===== src/rtl/div_sched_pkg.sv =====
// div_sched_pkg: shared types and constants for the div_sched scheduler.
//   state_t   : FSM state encoding (IDLE, LOAD, RUN, DONE).
//   DEF_*     : default requester count and counter width.
//   MAX_*     : largest configuration lim_slice() can address.
//   lim_slice : extracts limit slice idx (width cw) from a packed limit bus.
package div_sched_pkg;

  typedef enum logic [1:0] {
    IDLE = 2'd0,
    LOAD = 2'd1,
    RUN  = 2'd2,
    DONE = 2'd3
  } state_t;

  localparam int unsigned DEF_NREQ  = 4;
  localparam int unsigned DEF_CW    = 16;
  localparam int unsigned MAX_NREQ  = 8;
  localparam int unsigned MAX_CW    = 32;
  localparam int unsigned LIM_BUS_W = MAX_NREQ * MAX_CW;

  // Caller zero-extends its limit bus to LIM_BUS_W and truncates the result
  // to its own counter width; bits above cw belong to the next slice.
  function automatic logic [MAX_CW-1:0] lim_slice(
    input logic [LIM_BUS_W-1:0] lims,
    input int unsigned          idx,
    input int unsigned          cw
  );
    return MAX_CW'(lims >> (idx * cw));
  endfunction

endpackage


===== src/rtl/div_sched_if.sv =====
// div_sched_if: requester-side bundle of the shared divider scheduler.
//   req     : per-requester request level
//   cnt_lim : packed limits, slice i = cnt_lim[i*CW +: CW]
//   gnt     : one-hot grant (LOAD/RUN)
//   done    : one-cycle completion pulse
//   busy    : scheduler not in IDLE
//   cnt     : shared counter value
//   s_clk   : divided-clock level
// master = requesters, slave = div_sched.
interface div_sched_if
  import div_sched_pkg::*;
#(
  parameter int unsigned NREQ = DEF_NREQ,
  parameter int unsigned CW   = DEF_CW
) ();

  logic [NREQ-1:0]    req;
  logic [NREQ*CW-1:0] cnt_lim;
  logic [NREQ-1:0]    gnt;
  logic [NREQ-1:0]    done;
  logic               busy;
  logic [CW-1:0]      cnt;
  logic               s_clk;

  modport master (
    output req, cnt_lim,
    input  gnt, done, busy, cnt, s_clk
  );

  modport slave (
    input  req, cnt_lim,
    output gnt, done, busy, cnt, s_clk
  );

endinterface


===== src/rtl/div_sched_rr_pick.sv =====
// rr_pick: combinational round-robin priority select.
//   req   in  NREQ : request levels
//   last  in  IW   : index served most recently
//   valid out 1    : any request set
//   idx   out IW   : first set req bit searching upward from last+1, wrapping
module rr_pick
  import div_sched_pkg::*;
#(
  parameter int unsigned NREQ = DEF_NREQ,
  parameter int unsigned IW   = $clog2(DEF_NREQ)
) (
  input  logic [NREQ-1:0] req,
  input  logic [IW-1:0]   last,
  output logic            valid,
  output logic [IW-1:0]   idx
);

  always_comb begin
    valid = 1'b0;
    idx   = '0;
    for (int unsigned k = 1; k <= NREQ; k++) begin
      if (!valid && req[IW'((32'(last) + k) % NREQ)]) begin
        valid = 1'b1;
        idx   = IW'((32'(last) + k) % NREQ);
      end
    end
  end

endmodule


===== src/rtl/div_sched.sv =====
// div_sched: round-robin scheduler time-sharing one terminal-count counter
// among NREQ requesters.
//   clk   in : system clock
//   reset in : synchronous, active-high
//   bus      : div_sched_if.slave (req, cnt_lim in; gnt, done, busy, cnt,
//              s_clk out)
// Service: IDLE picks a requester and latches its limit, LOAD clears the
// counter, RUN counts 0..limit, DONE pulses done and returns to IDLE.
// Dropping req of the served requester in LOAD/RUN aborts without done.
// Optional macro DIV_SCHED_TOGGLE_EN: s_clk inverts on every DONE; when
// undefined, s_clk is tied low. Requires CW <= 32 and NREQ <= 8.
module div_sched
  import div_sched_pkg::*;
#(
  parameter int unsigned NREQ = DEF_NREQ,
  parameter int unsigned CW   = DEF_CW
) (
  input logic        clk,
  input logic        reset,
  div_sched_if.slave bus
);

  localparam int unsigned   IW       = $clog2(NREQ);
  localparam logic [IW-1:0] LAST_RST = IW'(NREQ - 1);

  state_t          state, state_n;
  logic [IW-1:0]   idx, idx_n;
  logic [IW-1:0]   last, last_n;
  logic [CW-1:0]   lim, lim_n;
  logic [CW-1:0]   cnt_q, cnt_n;
  logic [NREQ-1:0] gnt_q, gnt_n;
  logic [NREQ-1:0] done_q, done_n;
  logic            busy_q, busy_n;

  logic            pick_valid;
  logic [IW-1:0]   pick_idx;

  rr_pick #(
    .NREQ (NREQ),
    .IW   (IW)
  ) u_rr_pick (
    .req   (bus.req),
    .last  (last),
    .valid (pick_valid),
    .idx   (pick_idx)
  );

  // Outputs are registered: their next values are decoded from the next
  // state, so they line up with the state they describe.
  always_comb begin
    state_n = state;
    idx_n   = idx;
    last_n  = last;
    lim_n   = lim;
    cnt_n   = cnt_q;
    gnt_n   = '0;
    done_n  = '0;
    busy_n  = 1'b0;

    unique case (state)
      IDLE: begin
        if (pick_valid) begin
          state_n = LOAD;
          idx_n   = pick_idx;
          lim_n   = CW'(lim_slice(LIM_BUS_W'(bus.cnt_lim), 32'(pick_idx), CW));
          cnt_n   = '0;
        end
      end
      LOAD: begin
        if (!bus.req[idx]) begin
          state_n = IDLE;
          last_n  = idx;
        end else begin
          state_n = RUN;
        end
      end
      RUN: begin
        // Abort takes priority over completion.
        if (!bus.req[idx]) begin
          state_n = IDLE;
          last_n  = idx;
        end else if (cnt_q == lim) begin
          state_n = DONE;
        end else begin
          cnt_n = cnt_q + CW'(1);
        end
      end
      DONE: begin
        state_n = IDLE;
        last_n  = idx;
      end
      default: state_n = IDLE;
    endcase

    if (state_n == LOAD || state_n == RUN) gnt_n[idx_n] = 1'b1;
    if (state_n == DONE)                   done_n[idx_n] = 1'b1;
    busy_n = (state_n != IDLE);
  end

  always_ff @(posedge clk) begin
    if (reset) begin
      state  <= IDLE;
      idx    <= '0;
      last   <= LAST_RST;
      lim    <= '0;
      cnt_q  <= '0;
      gnt_q  <= '0;
      done_q <= '0;
      busy_q <= 1'b0;
    end else begin
      state  <= state_n;
      idx    <= idx_n;
      last   <= last_n;
      lim    <= lim_n;
      cnt_q  <= cnt_n;
      gnt_q  <= gnt_n;
      done_q <= done_n;
      busy_q <= busy_n;
    end
  end

  assign bus.gnt  = gnt_q;
  assign bus.done = done_q;
  assign bus.busy = busy_q;
  assign bus.cnt  = cnt_q;

`ifdef DIV_SCHED_TOGGLE_EN
  logic s_clk_q;

  always_ff @(posedge clk) begin
    if (reset)                 s_clk_q <= 1'b0;
    else if (state_n == DONE)  s_clk_q <= ~s_clk_q;
  end

  assign bus.s_clk = s_clk_q;
`else
  assign bus.s_clk = 1'b0;
`endif

endmodule


===== src/flat_wrapper.sv =====
// flat-port wrapper written by rule: the top's interface ports become plain ports
module div_sched_flat import div_sched_pkg::*;
#(
  parameter int unsigned NREQ = DEF_NREQ,
  parameter int unsigned CW   = DEF_CW
)
  (clk, reset, bus_req, bus_cnt_lim, bus_gnt, bus_done, bus_busy, bus_cnt, bus_s_clk);
  div_sched_if #(.NREQ(NREQ), .CW(CW)) bus_i ();
  input logic clk;
  input logic reset;
  input wire logic [$bits(bus_i.req)-1:0] bus_req;
  input wire logic [$bits(bus_i.cnt_lim)-1:0] bus_cnt_lim;
  output wire logic [$bits(bus_i.gnt)-1:0] bus_gnt;
  output wire logic [$bits(bus_i.done)-1:0] bus_done;
  output wire logic [$bits(bus_i.busy)-1:0] bus_busy;
  output wire logic [$bits(bus_i.cnt)-1:0] bus_cnt;
  output wire logic [$bits(bus_i.s_clk)-1:0] bus_s_clk;
  assign bus_i.req = bus_req;
  assign bus_i.cnt_lim = bus_cnt_lim;
  assign bus_gnt = bus_i.gnt;
  assign bus_done = bus_i.done;
  assign bus_busy = bus_i.busy;
  assign bus_cnt = bus_i.cnt;
  assign bus_s_clk = bus_i.s_clk;
  div_sched #(.NREQ(NREQ), .CW(CW)) u_core (.clk(clk), .reset(reset), .bus(bus_i));
endmodule

===== config.mk =====
export PLATFORM = sky130hd
export DESIGN_NAME = div_sched_flat
export DESIGN_NICKNAME = d
export VERILOG_FILES = /design/src/rtl/div_sched_pkg.sv /design/src/rtl/div_sched_if.sv /design/src/rtl/div_sched_rr_pick.sv /design/src/rtl/div_sched.sv /design/src/flat_wrapper.sv
export SDC_FILE = /design/constraint.sdc
export NUM_CORES = 1
export LEC_CHECK = 0
export ABC_AREA = 1
export ABC_CLOCK_PERIOD_IN_PS = 3400
export CAP_MARGIN = 10
export CORE_MARGIN = 1
export CORE_UTILIZATION = 30
export CTS_CLUSTER_DIAMETER = 120
export DETAILED_ROUTE_END_ITERATION = 8
export HOLD_SLACK_MARGIN = 0.12
export SETUP_SLACK_MARGIN = 0.15
export SLEW_MARGIN = 20
export SYNTH_ARGS = -nofsm -noshare
export SYNTH_HDL_FRONTEND = slang
export SYNTH_SLANG_ARGS = --single-unit
export TNS_END_PERCENT = 5

===== constraint.sdc =====
create_clock -name clk -period 3.4 [get_ports clk]
set_input_delay 0.68 -clock clk [delete_from_list [all_inputs] [get_ports clk]]
set_output_delay 0.68 -clock clk [all_outputs]
set_load 0.02 [all_outputs]

* Word-level counts from Yosys, hierarchy flattened
Index checks and enable logic that the tools add are counted.
Storage, ports and cells: word-level logic and storage cells 85, flip-flop bits (word level) 47, input port bits 70
Cells by class: shift operators 1, reduce and logical (&&, ||, !) cells 18, muxes and demuxes 33, bitwise gates (word level) 2, eq/ne operators 11, magnitude comparators 7, add/sub/neg operators 5
Operator list (number):
- >> shifter 64 x 6 -> 16 bit | 1
- two-way mux 16 bit | 3
- case mux 16 bit (2 select lines) | 1
- two-way mux 2 bit | 11
- less-than comparator 2 x 3 -> 1 bit, second input constant | 6
- adder 16 x 1 -> 16 bit, second input constant | 1
- == test 16 bit | 1
- binary-select mux 1 bit (select 2 bit) | 5
- two-way mux 1 bit | 10
- == test 2 bit, second input constant | 4
- case mux 2 bit (4 select lines) | 1
- nonzero test 2 bit | 3
- OR reduction 2 bit | 3
- adder 2 x 1 -> 2 bit, second input constant | 2
- adder 2 bit, second input constant | 2
- == test 2 x 1 -> 1 bit, second input constant | 2
- logical AND 1 bit | 4
- != test 2 x 1 -> 1 bit, second input constant | 2
- != test 2 bit, second input constant | 2
- case mux 2 bit (2 select lines) | 1
- AND reduction 2 bit | 2
- AND reduction 4 bit | 1
- zero test 1 bit | 3
- demux 1 bit (select 2 bit) | 1
- other kinds (4) | 5

* Depth between registers and ports, before layout
Gate-level depths: netlist of the first run.
word-level depth 19, mapped depth 17

* By module
Synthesis of the first run repeated with hierarchy kept, for this count alone.
Unflattened totals: cells, all modules 558, area, all modules 3387.0 µm²
By module, submodules not included:
- div_sched | instances 1, area an instance 3096.7 µm², sequential area each 940.9 µm², cells an instance 509
- rr_pick | instances 1, area an instance 290.3 µm², sequential area each 0.0 µm², cells an instance 49

* Worst setup path after synthesis of the first run
No wires, ideal clock.
path type input-to-reg, start point input bus_req[2], end point register u_core.gnt_q[0], in the netlist u_core.bus.gnt[0], library setup time 0.115 ns, data arrival time 1.953 ns, data required time 3.285 ns, setup slack 1.332 ns, stages on the path 11, cells stage by stage inv_1 -> nand2_2 -> nand3_1 -> nand2_1 -> nor2_4 -> nand3_4 -> o311ai_2 -> inv_1 -> ha_1 -> nand2_1 -> nor2_1
Between the ends: longest elaborated chain between the ends 18
RTL lines:
- from (decl) | RTL line flat_wrapper.sv:11 | input wire logic [$bits(bus_i.req)-1:0] bus_req;
- binary-select mux 1 bit (select 2 bit) | RTL line div_sched_rr_pick.sv:22 | if (!valid && req[IW'((32'(last) + k) % NREQ)]) begin
- two-way mux 1 bit (implied by the code) | RTL line div_sched_rr_pick.sv:22
- two-way mux 1 bit | RTL line div_sched_rr_pick.sv:22
- zero test 1 bit | RTL line div_sched_rr_pick.sv:22
- logical AND 1 bit | RTL line div_sched_rr_pick.sv:22
- two-way mux 1 bit | RTL line div_sched_rr_pick.sv:22
- zero test 1 bit | RTL line div_sched_rr_pick.sv:22
- logical AND 1 bit | RTL line div_sched_rr_pick.sv:22
- [3 not listed]
- two-way mux 1 bit | RTL line div_sched_rr_pick.sv:22
- two-way mux 2 bit | RTL line div_sched.sv:62 | if (pick_valid) begin
- case mux 2 bit (4 select lines) (*) | RTL line div_sched.sv:60 | unique case (state)
- net u_core.state_n[1] | RTL line div_sched.sv:26 | state_t state, state_n;
- == test 2 x 1 -> 1 bit / == test 2 bit (equally long branches) | RTL line div_sched.sv:95 | if (state_n == LOAD || state_n == RUN) gnt_n[idx_n] = 1'b1;
- logical OR 1 bit (*) | RTL line div_sched.sv:95
- inverter 1 bit (no line) (*)
- OR reduction 2 bit (no line) (*)
- to (signal assigned) | RTL line div_sched.sv:116 | gnt_q <= gnt_n;
- to (decl) | RTL line div_sched.sv:31 | logic [NREQ-1:0] gnt_q, gnt_n;
Mark *: on every way through the listed nets, which the timed path passes. The rest lies on a longest branch. The select of a mux whose other input is x is not followed. A chain may end at the register's enable or synchronous reset.

* Worst setup path after layout of the first run
start point input bus_req[3], end point register u_core.gnt_q[1], in the netlist u_core.bus.gnt[1]
Between the ends: longest elaborated chain between the ends 18
RTL lines (RTL line):
- binary-select mux 1 bit (select 2 bit) | div_sched_rr_pick.sv:22
- two-way mux 1 bit (implied by the code) | div_sched_rr_pick.sv:22
- two-way mux 1 bit | div_sched_rr_pick.sv:22
- zero test 1 bit | div_sched_rr_pick.sv:22
- logical AND 1 bit | div_sched_rr_pick.sv:22
- two-way mux 1 bit | div_sched_rr_pick.sv:22
- zero test 1 bit | div_sched_rr_pick.sv:22
- logical AND 1 bit | div_sched_rr_pick.sv:22
- [2 not listed]
- logical AND 1 bit | div_sched_rr_pick.sv:22
- two-way mux 2 bit / two-way mux 1 bit (equally long branches) | div_sched_rr_pick.sv:22
- two-way mux 2 bit | div_sched.sv:62
- two-way mux 2 bit / case mux 2 bit (4 select lines) (equally long branches) | div_sched.sv:60
- less-than comparator 2 x 3 -> 1 bit (implied by the code) (tied with other cells) | div_sched.sv:95
- logical AND 1 bit (implied by the code) / logical OR 1 bit (equally long branches) | div_sched.sv:95
- two-way mux 1 bit (implied by the code) / inverter 1 bit (equally long branches)
- demux 1 bit (select 2 bit) / OR reduction 2 bit (equally long branches)
Several ways; a longest one is shown, not always the timed one. The select of a mux whose other input is x is not followed.

==> run summary, run 1 <==
Critical path fanouts, max = 33
Clock edge transition at the registers on the reported setup and hold paths = 0.06 ns
Seq pwr share = 0.231
Combinational power share = 0.591
Root buffer cell = clkbuf_16
RSZ-0062 raised after global routing = no
Switch Pwr = 1.64 mW
Dpl cell area = 4580 µm²
CTS resizes = 0
Clock Skews = 0.00301 ns
# Post-CTS Setup Buffers = 0
Via count = 3664
Switch share = 0.470
Critical path cell sequence = clkdlybuf4s50_1 -> inv_1 -> nand2_1 -> nand3_1 -> nand2_1 -> nor2_4 -> nand3_4 -> nand2_4 -> nand2_4 -> o21ai_2 -> inv_1 -> nand2_1 -> nor2_1
Sink Count = 47
Worst slew pin tran = 0.770 ns
Synth Register Bits = 47
GPL Wtd Cong = 0.856
Final Hold Viols = 0
Syn avg cell area = 6.07 µm²
Antenna violations before repair = 0
GRT overflow = 0
Area grow syn2layout = 32.2%
Place WS = 0.495 ns
HPWL Detailed = 7180 µm
PortBufs = 94
Row count = 39
Maximum number of pins on one net before global-route repair = 34
Final wirelength = 8960 µm
Num CTS Buffers = 5
Yosys top cell by area = dfxtp_1
Die Wd = 112 µm
Total core area = 11600 µm²
Post-synthesis net count = 672
Clk pwr share = 0.178
I/O pin count = 96
Startpoint Class = input pin
Worst-Skew Late Latency = 0.28 ns
Worst EP required = 3.57 ns
Die area = 12500 µm²
Vias in the first global route = 3555
Setup crit end kind = register
TritonRoute pass-1 iters = 7
Period utilization = 0.763
Synth unique cells = 30
Die height = 112 µm
Tmin final = 2.60 ns
Final instance area = 4770 µm²
Status = finished with violations
Final setup fails = 0
Int Power = 1.84 mW
Global-route wire length before repair = 16100 µm
Critical path arrival = 2.77 ns
Share of layout cells above drive strength 1 = 0.0581
CTS tree = done
Setup TNS = 0 ns
Tightest Hold Check Type = register to register
Worst-path cell with the longest stage delay = clkdlybuf4s50_1
N_diodes = 0
Via/cell ratio = 4.50
Most area-consuming cells after synthesis = dfxtp_1 26%, nand3_1 14%, nand2_1 13%
Max-Cap Viols = 0
Per-cell routed wire length = 11.0 µm
Pleak = 2.28 nW
Fmax = 385 MHz
Synth Instances = 594
Max VDD drop = 0.356 mV
Final Max Slew Viols = 0
Post-synth top area share = 0.261
Number of hold buffers added after CTS = 0
Power Dens Cells = 730 nW/µm²
CP max stage delay = 0.46 ns
DRT antenna net count = 0
DRT iter0 DRCs = 185
Ys Warns = 0
Worst path most repeated cell = nand2_1
Global Route Usage Sum = 0.152
Residual DRC count = 9
Synth Cell Area = 3610 µm²
Failing checks = design-rule violations
CTS H-tree depth = 2
Initial core utilization = 0.312
Worst setup margin = 0.805 ns
Worst rel slew slack = 0.485
WS Path Type = input pin to register
Register area share after synthesis = 0.261
Clock Tree Buf Depth = 2
Final nets = 748
[cell usage after synthesis, drive strengths merged]
master  number
xor2        10
nand3      104
o311ai       1
nor2        69
dfxtp       47
xnor2       15
nand3b       2
inv        116
nand2      143
a21oi       23
ha           8
clkbuf       7
buf         21
conb         1
nor3         9
o21ai       10
nand4        8
[state kept, by name, summed over array words and instances, names as in the netlist]
signal	count
u_core.bus.cnt	16
u_core.bus.gnt	4
u_core.bus.busy	1
u_core.state	2
u_core.idx	2
u_core.last	2
u_core.lim	16
u_core.bus.done	4
[stage by stage]
stage               hold slack, ns  utilization  std cells  power, mW
floorplan                    0.498            -        594       2.53
global placement             0.548        0.396        806       2.83
detailed placement           0.553        0.396        806       2.88
CTS                          0.563        0.412        814       3.51
global route                 0.579        0.412        814       3.87
finish                       0.563        0.412        814       3.48
[kinds of logic (layout without fill, tap and decap cells)]
kind of cell,Yosys count,count (layout),share of synthesized area
fa+ha+maj,8,8,0.0277
flops,47,47,0.261
buf+inv,144,221,0.170
xor+xnor,25,25,0.0607
compound gates,34,34,0.0565
other cells,1,1,0.00104
simple gates,335,335,0.423
[power by group through the flow]
stage / Sequential [mW] / Clock (mW) / Combinational (mW)
5_1_grt: 0.825 / 0.657 / 2.39
3_5_place_dp: 0.818 / 0 / 2.06
3_3_place_gp: 0.816 / 0 / 2.01
2_1_floorplan: 0.801 / 0 / 1.73
6_report: 0.805 / 0.619 / 2.06
4_1_cts: 0.807 / 0.635 / 2.07
[per-layer routing]
metal | global-route usage | wire (µm) | up-vias
met1 | 0.217 | 4620 | 1568
met2 | 0.240 | 3760 | 120
met4 | 0.0387 | 95 | 0
met3 | 0.0201 | 483 | 7
met5 | 0 | 0 | -
li1 | - | - | 1969
[worst max-delay path: cells and delay by family]
| kind | cells | cell delay [ns] |
|---|---|---|
| and+or+nand+nor | 9 | 1.21 |
| buffers and inverters | 3 | 0.61 |
| AOI/OAI and AO/OA | 1 | 0.27 |
[final cells by class]
class / count / area (µm²)
clock inverters: 2 / 60.1
multi-input cells: 403 / 2050
fillers: 1240 / 6800
repair buffers: 97 / 963
inverters: 116 / 443
well taps: 143 / 179
flip-flops and latches: 47 / 941
clock buffers: 6 / 129
[placed cells by master (no fill, tap or decap), drive strengths merged]
cell type / n
nand2: 143
inv: 116
nand3: 104
clkdlybuf4s50: 94
nor2: 69
dfxtp: 47
a21oi: 23
xnor2: 15
xor2: 10
o21ai: 10
nor3: 9
nand4: 8
ha: 8
clkbuf: 6
buf: 3
nand3b: 2
bufinv: 2
o311ai: 1
conb: 1
[worst paths after layout]
kind | start | to | slack [ns] | depth (start not counted)
max | bus_req[3] | u_core.bus.gnt[1] | 0.80 | 13
min | u_core.bus.cnt[15] | u_core.bus.cnt[15] | 0.56 | 2
max reg2reg | u_core.last[1] | u_core.bus.gnt[1] | 1.01 | 13
min reg2reg | u_core.bus.cnt[15] | u_core.bus.cnt[15] | 0.56 | 2
(Power assumes the default switching activity.)
==> run 2, diff against run 1 <==
- ABC_CLOCK_PERIOD_IN_PS: 3400 -> 2200
- clock period: 3.4 -> 2.2 ns (I/O delays scaled with it)
==> run 2 against run 1 <==
Net effect:
- the run still ends with design-rule violations left
- routed wire length rose by 13%
- setup slack got worse by 0.57 ns
- design area rose by 11%
- clock skew rose by 0.0051 ns
- via count rose by 6.3%
- sequential share of layout area fell by 1.6 points
- total power rose by 90%
- global-route usage rose by 0.93 points
- hold slack got worse by 0.040 ns
- clock-buffer cell count did not move
- largest cell class unchanged
- largest power group unchanged
==> run summary, run 2 (synthesized netlist as in run 1, its figures left out) <==
Status = finished with violations (unchanged)
Failing checks = design-rule violations (unchanged)
DRT iter0 DRCs = 166 (was 185)
Hold Path Sink = u_core.bus.cnt[13] (was u_core.bus.cnt[15])
Clock Skews = 0.00807 ns (was 0.00301 ns)
Antenna violations before repair = 0 (unchanged)
Share of layout cells above drive strength 1 = 0.132 (was 0.0581)
Period utilization = 0.892
DRT antenna net count = 0 (unchanged)
Vias in the first global route = 3715 (was 3555)
R2r startpoint = u_core.last[0] (was u_core.last[1])
Final setup fails = 0 (unchanged)
PortBufs = 94 (unchanged)
Via/cell ratio = 4.59 (was 4.50)
Die area = 12500 µm² (unchanged)
Worst-Skew Late Latency = 0.29 ns (was 0.28 ns)
Global-route wire length before repair = 16700 µm (was 16100 µm)
Row count = 39 (unchanged)
Max-Cap Viols = 0 (unchanged)
Num CTS Buffers = 5 (unchanged)
Top Layer Used = met4 (unchanged)
Critical path fanouts, max = 5 (was 33)
GPL Wtd Cong = 0.903 (was 0.856)
Total power = 6.60 mW (was 3.48 mW)
Final Max Slew Viols = 0 (unchanged)
Per-cell routed wire length = 11.9 µm (was 11.0 µm)
I/O pin count = 96 (unchanged)
Flop-to-flop setup slack = 0.24 ns (was 1.01 ns)
Max VDD drop = 0.629 mV (was 0.356 mV)
Worst hold path depth = 2 (unchanged)
RSZ-0062 raised after global routing = no (unchanged)
Reg2Reg Depth = 11 (was 13)
Worst EP required = 2.38 ns (was 3.57 ns)
WL met1 = 4750 µm (was 4620 µm)
Worst setup margin = 0.237 ns (was 0.805 ns)
Power Dens Cells = 1250 nW/µm² (was 730 nW/µm²)
Final wirelength = 10100 µm (was 8960 µm)
Commonest non-fill, non-tap cell in the layout = nand2_1 (unchanged)
Residual DRC count = 11 (was 9)
TritonRoute pass-1 iters = 7 (unchanged)
Clock Tree Buf Depth = 2 (unchanged)
Die height = 112 µm (unchanged)
Maximum number of pins on one net before global-route repair = 33 (was 34)
CTS tree = done (unchanged)
Tightest Hold Check Type = register to register (unchanged)
Startpoint Class = register (was input pin)
Global Route Usage Sum = 0.161 (was 0.152)
CTS H-tree depth = 2 (unchanged)
Total core area = 11600 µm² (unchanged)
R2R Path End = u_core.bus.gnt[1] (unchanged)
Critical path arrival = 2.14 ns (was 2.77 ns)
GRT overflow = 0 (unchanged)
Start point of the worst hold path = u_core.bus.cnt[13] (was u_core.bus.cnt[15])
Number of hold buffers added after CTS = 0 (unchanged)
Fmax = 510 MHz
Sink Count = 47 (unchanged)
Pleak = 2.55 nW (was 2.28 nW)
Via count = 3894 (was 3664)
Initial core utilization = 0.312 (unchanged)
Setup crit end kind = register (unchanged)
DR WL met3 = 677 µm (was 483 µm)
Root buffer cell = clkbuf_16 (unchanged)
Met2 Wirelength = 4520 µm (was 3760 µm)
Clock edge transition at the registers on the reported setup and hold paths = 0.07 ns (was 0.06 ns)
WS Path Type = register to register (was input pin to register)
Final nets = 783 (was 748)
Place WS = -0.276 ns (was 0.495 ns)
Tmin final = 1.96 ns
HPWL Detailed = 7670 µm (was 7180 µm)
N_diodes = 0 (unchanged)
Area grow syn2layout = 46.2% (was 32.2%)
Most frequent cells in the layout = 123 x nand2_1, 110 x inv_1, 100 x nand3_1 (was 127 x nand2_1, 112 x inv_1, 103 x nand3_1)
Die Wd = 112 µm (unchanged)
Final Hold Viols = 0 (unchanged)
## run 2: critical path, cell delays in order (launching register included)
cell,delay (ns)
dfxtp_4,0.41
buf_4,0.13
nand2_1,0.07
nand3_2,0.10
nand2_2,0.07
nor2_4,0.13
nand3_4,0.10
o311ai_4,0.28
inv_1,0.08
ha_1,0.28
nand2_1,0.13
nor2_1,0.07
## run 2: how the worst max path moves through the flow
stage	depth (start not counted)	startpoint	end	slack [ns]
final	11	u_core.last[0]	u_core.bus.gnt[1]	0.24
after global placement	12	bus_req[3]	u_core.bus.gnt[0]	-0.19
after global routing	15	u_core.last[0]	u_core.lim[11]	0.12
after floorplan	13	u_core.last[0]	u_core.bus.gnt[0]	0.37
after CTS	12	bus_req[2]	u_core.bus.gnt[1]	0.15
after detailed placement	12	bus_req[3]	u_core.bus.gnt[1]	-0.28
## run 2: metrics by stage
| step | hold WS [ns] | std cells | TNS (ns) | area (µm²) | utilization |
|---|---|---|---|---|---|
| 2_1_floorplan | 0.498 | 594 | 0 | 3610 | - |
| 3_3_place_gp | 0.544 | 833 | -3.86 | 4870 | 0.421 |
| 3_5_place_dp | 0.549 | 833 | -6.31 | 4870 | 0.421 |
| 4_1_cts | 0.559 | 844 | 0 | 5160 | 0.446 |
| 5_1_grt | 0.549 | 849 | 0 | 5270 | 0.456 |
| 6_report | 0.523 | 849 | 0 | 5270 | 0.456 |
## run 2: cell type report
type                    count  area, µm²
multi-input cells         403       2120
fillers                  1183       6290
well taps                 143        179
flip-flops and latches     47        953
inverters                 116        443
clock inverters             2       35.0
clock buffers               6        139
repair buffers            132       1400
## run 2: per-layer routing
metal	track usage	vias to the layer above
li1	-	2045
met1	0.217	1688
met2	0.263	152
met3	0.0218	9
met4	0.0568	0
met5	0	-
## run 2: power by group
group | internal [mW] | switching (mW)
clock network | 0.565 | 0.320
logic | 2.06 | 2.43
registers | 1.06 | 0.164
## run 2: repair_timing
action	in CTS	in global routing
buffers inserted	1	4
gates resized for setup	14	20
cloned	2	1
setup endpoints to repair	23	41
pin swaps	4	12
==> run 3, diff against run 2 <==
- GPL_TIMING_DRIVEN: unset -> 0
- TNS_END_PERCENT: 5 -> unset
==> run 3 against run 2 <==
Net effect:
- the run still ends with design-rule violations left
- global-route usage fell by 0.26 points
- setup slack improved by 0.011 ns
- sequential share of layout area is 0.42 points higher
- sequential power barely moved
- critical path depth rose by 2
- largest power group unchanged
==> run summary, run 3 (synthesized netlist as in run 1, its figures left out) <==
Tightest Hold Check Type = register to register (unchanged)
Fillers = 1239 (was 1183)
Worst path most repeated cell = nand2_2 (was nand2_1)
Global-route wire length before repair = 16400 µm (was 16700 µm)
DRT iter0 DRCs = 195 (was 166)
Via count = 3823 (was 3894)
Sink Count = 47 (unchanged)
I/O pin count = 96 (unchanged)
Root buffer cell = clkbuf_16 (unchanged)
Setup crit end kind = register (unchanged)
CP Buf/Inv Count = 3 (was 2)
GRT overflow = 0 (unchanged)
Area grow syn2layout = 41.5% (was 46.2%)
Setup TNS = 0 ns (unchanged)
Worst rel slew slack = 0.661
Most frequent cells in the layout = 117 x nand2_1, 110 x inv_1, 101 x nand3_1 (was 123 x nand2_1, 110 x inv_1, 100 x nand3_1)
Critical path cell sequence = buf_6 -> inv_8 -> nand2_2 -> nand2_2 -> nand2_2 -> nand2_4 -> nor2_4 -> nand3_4 -> o311ai_4 -> inv_1 -> ha_1 -> nand2_2 -> nor2_1 (was buf_4 -> nand2_1 -> nand3_2 -> nand2_2 -> nor2_4 -> nand3_4 -> o311ai_4 -> inv_1 -> ha_1 -> nand2_1 -> nor2_1)
TritonRoute pass-1 iters = 6 (was 7)
CTS H-tree depth = 2 (unchanged)
Die Wd = 112 µm (unchanged)
Final nets = 782 (was 783)
Die area = 12500 µm² (unchanged)
Clock Tree Buf Depth = 2 (unchanged)
PortBufs = 93 (was 94)
Status = finished with violations (unchanged)
Tmin final = 1.95 ns (was 1.96 ns)
Share of layout cells above drive strength 1 = 0.128 (was 0.132)
Final Max Slew Viols = 0 (unchanged)
Max VDD drop = 0.528 mV (was 0.629 mV)
Final wirelength = 9820 µm (was 10100 µm)
Fmax = 512 MHz (was 510 MHz)
Worst slew pin tran = 0.509 ns
CP max stage delay = 0.34 ns (was 0.41 ns)
RSZ-0062 raised after global routing = yes (was no)
WS Path Type = register to register (unchanged)
Clock Skews = 0.00858 ns (was 0.00807 ns)
Failing checks = design-rule violations (unchanged)
Per-cell routed wire length = 11.6 µm (was 11.9 µm)
Commonest non-fill, non-tap cell in the layout = nand2_1 (unchanged)
Dpl cell area = 4720 µm² (was 4870 µm²)
Pleak = 2.47 nW (was 2.55 nW)
Via/cell ratio = 4.51 (was 4.59)
CTS tree = done (unchanged)
Worst EP required = 2.38 ns (about the same)
Critical path arrival = 2.13 ns (was 2.14 ns)
Total power = 6.17 mW (was 6.60 mW)
Max-Cap Viols = 0 (unchanged)
Initial core utilization = 0.312 (unchanged)
Period utilization = 0.887 (was 0.892)
WHS = 0.520 ns (was 0.523 ns)
Worst-Skew Late Latency = 0.29 ns (about the same)
GPL Wtd Cong = 0.868 (was 0.903)
Num CTS Buffers = 5 (unchanged)
Vias in the first global route = 3631 (was 3715)
N_diodes = 0 (unchanged)
Final setup fails = 0 (unchanged)
Flop-to-flop setup slack = 0.25 ns (was 0.24 ns)
HPWL Detailed = 7890 µm (was 7670 µm)
Worst-path cell with the longest stage delay = dfxtp_2 (was dfxtp_4)
Final instance area = 5100 µm² (was 5270 µm²)
Maximum number of pins on one net before global-route repair = 15 (was 33)
Critical path fanouts, max = 9 (was 5)
Top delay family on crit path = simple AND/OR/NAND/NOR gates (unchanged)
Startpoint Class = register (unchanged)
Antenna violations before repair = 0 (unchanged)
Total core area = 11600 µm² (unchanged)
Power Dens Cells = 1210 nW/µm² (was 1250 nW/µm²)
Row count = 39 (unchanged)
DRT antenna net count = 0 (unchanged)
Final Hold Viols = 0 (unchanged)
Global Route Usage Sum = 0.159 (was 0.161)
Clock edge transition at the registers on the reported setup and hold paths = 0.07 ns (about the same)
Residual DRC count = 10 (was 11)
Die height = 112 µm (unchanged)
==> run 3: cell types whose count changed in the layout (fill, tap and decap cells not counted), sizes merged <==
cell           delta
buf               -9
clkbuf            +9
dlymetal6s2s      -1
dlygate4sd2       +1
clkdlybuf4s50     -1
==> run 3: final cells by class <==
class,count,area [µm²],share of cell area
Multi-Input combinational cell,403,2150,0.421
Timing Repair Buffer,103,1010,0.198
Sequential cell,47,945,0.185
Inverter,116,443,0.0868
Buffer,28,203,0.0397
Tap cell,143,179,0.0350
Clock buffer,6,139,0.0272
Clock inverter,2,35.0,0.00686
==> run 3: tightest hold or removal path: stages, from the launching register on <==
cell and delay (ns):
dfxtp_2 0.35, nand2_1 0.07, a21oi_1 0.05
==> run 3: what timing repair did <==
item                                    CTS  global route
endpoints found under the setup margin   34            39
pin swaps                                 5             9
buffers inserted                          1             8
hold buffers                              0             0
gates resized for setup                   8            39
cloned                                    0             1
==> run 3: power breakdown <==
group          total (mW)  switching [mW]  internal [mW]
clock network       0.891           0.326          0.565
registers            1.21           0.145           1.06
logic                4.08            2.39           1.68
total                6.17            2.86           3.31
==> run 3: final timing paths <==
path	startpoint	to	depth (start not counted)
setup / recovery	u_core.last[0]	u_core.bus.gnt[2]	13
hold / removal	u_core.bus.cnt[12]	u_core.bus.cnt[12]	2
setup reg to reg	u_core.last[0]	u_core.bus.gnt[2]	13
hold reg to reg	u_core.bus.cnt[12]	u_core.bus.cnt[12]	2
==> run 3: per-layer routing <==
| layer | vias up | part of all wire | track usage |
|---|---|---|---|
| li1 | 2045 | - | - |
| met1 | 1642 | 0.50 | 0.214 |
| met2 | 123 | 0.44 | 0.256 |
| met3 | 13 | 0.052 | 0.0272 |
| met4 | 0 | 0.015 | 0.0523 |
| met5 | - | 0 | 0 |
==> run 3: per-stage QoR <==
stage                     instances   util  worst slack (ns)
after floorplan                 594      -             0.371
after global placement          830  0.408            -0.293
after detailed placement        830  0.408            -0.312
after CTS                       839  0.424             0.152
after global routing            848  0.441             0.130
final                           848  0.441             0.249
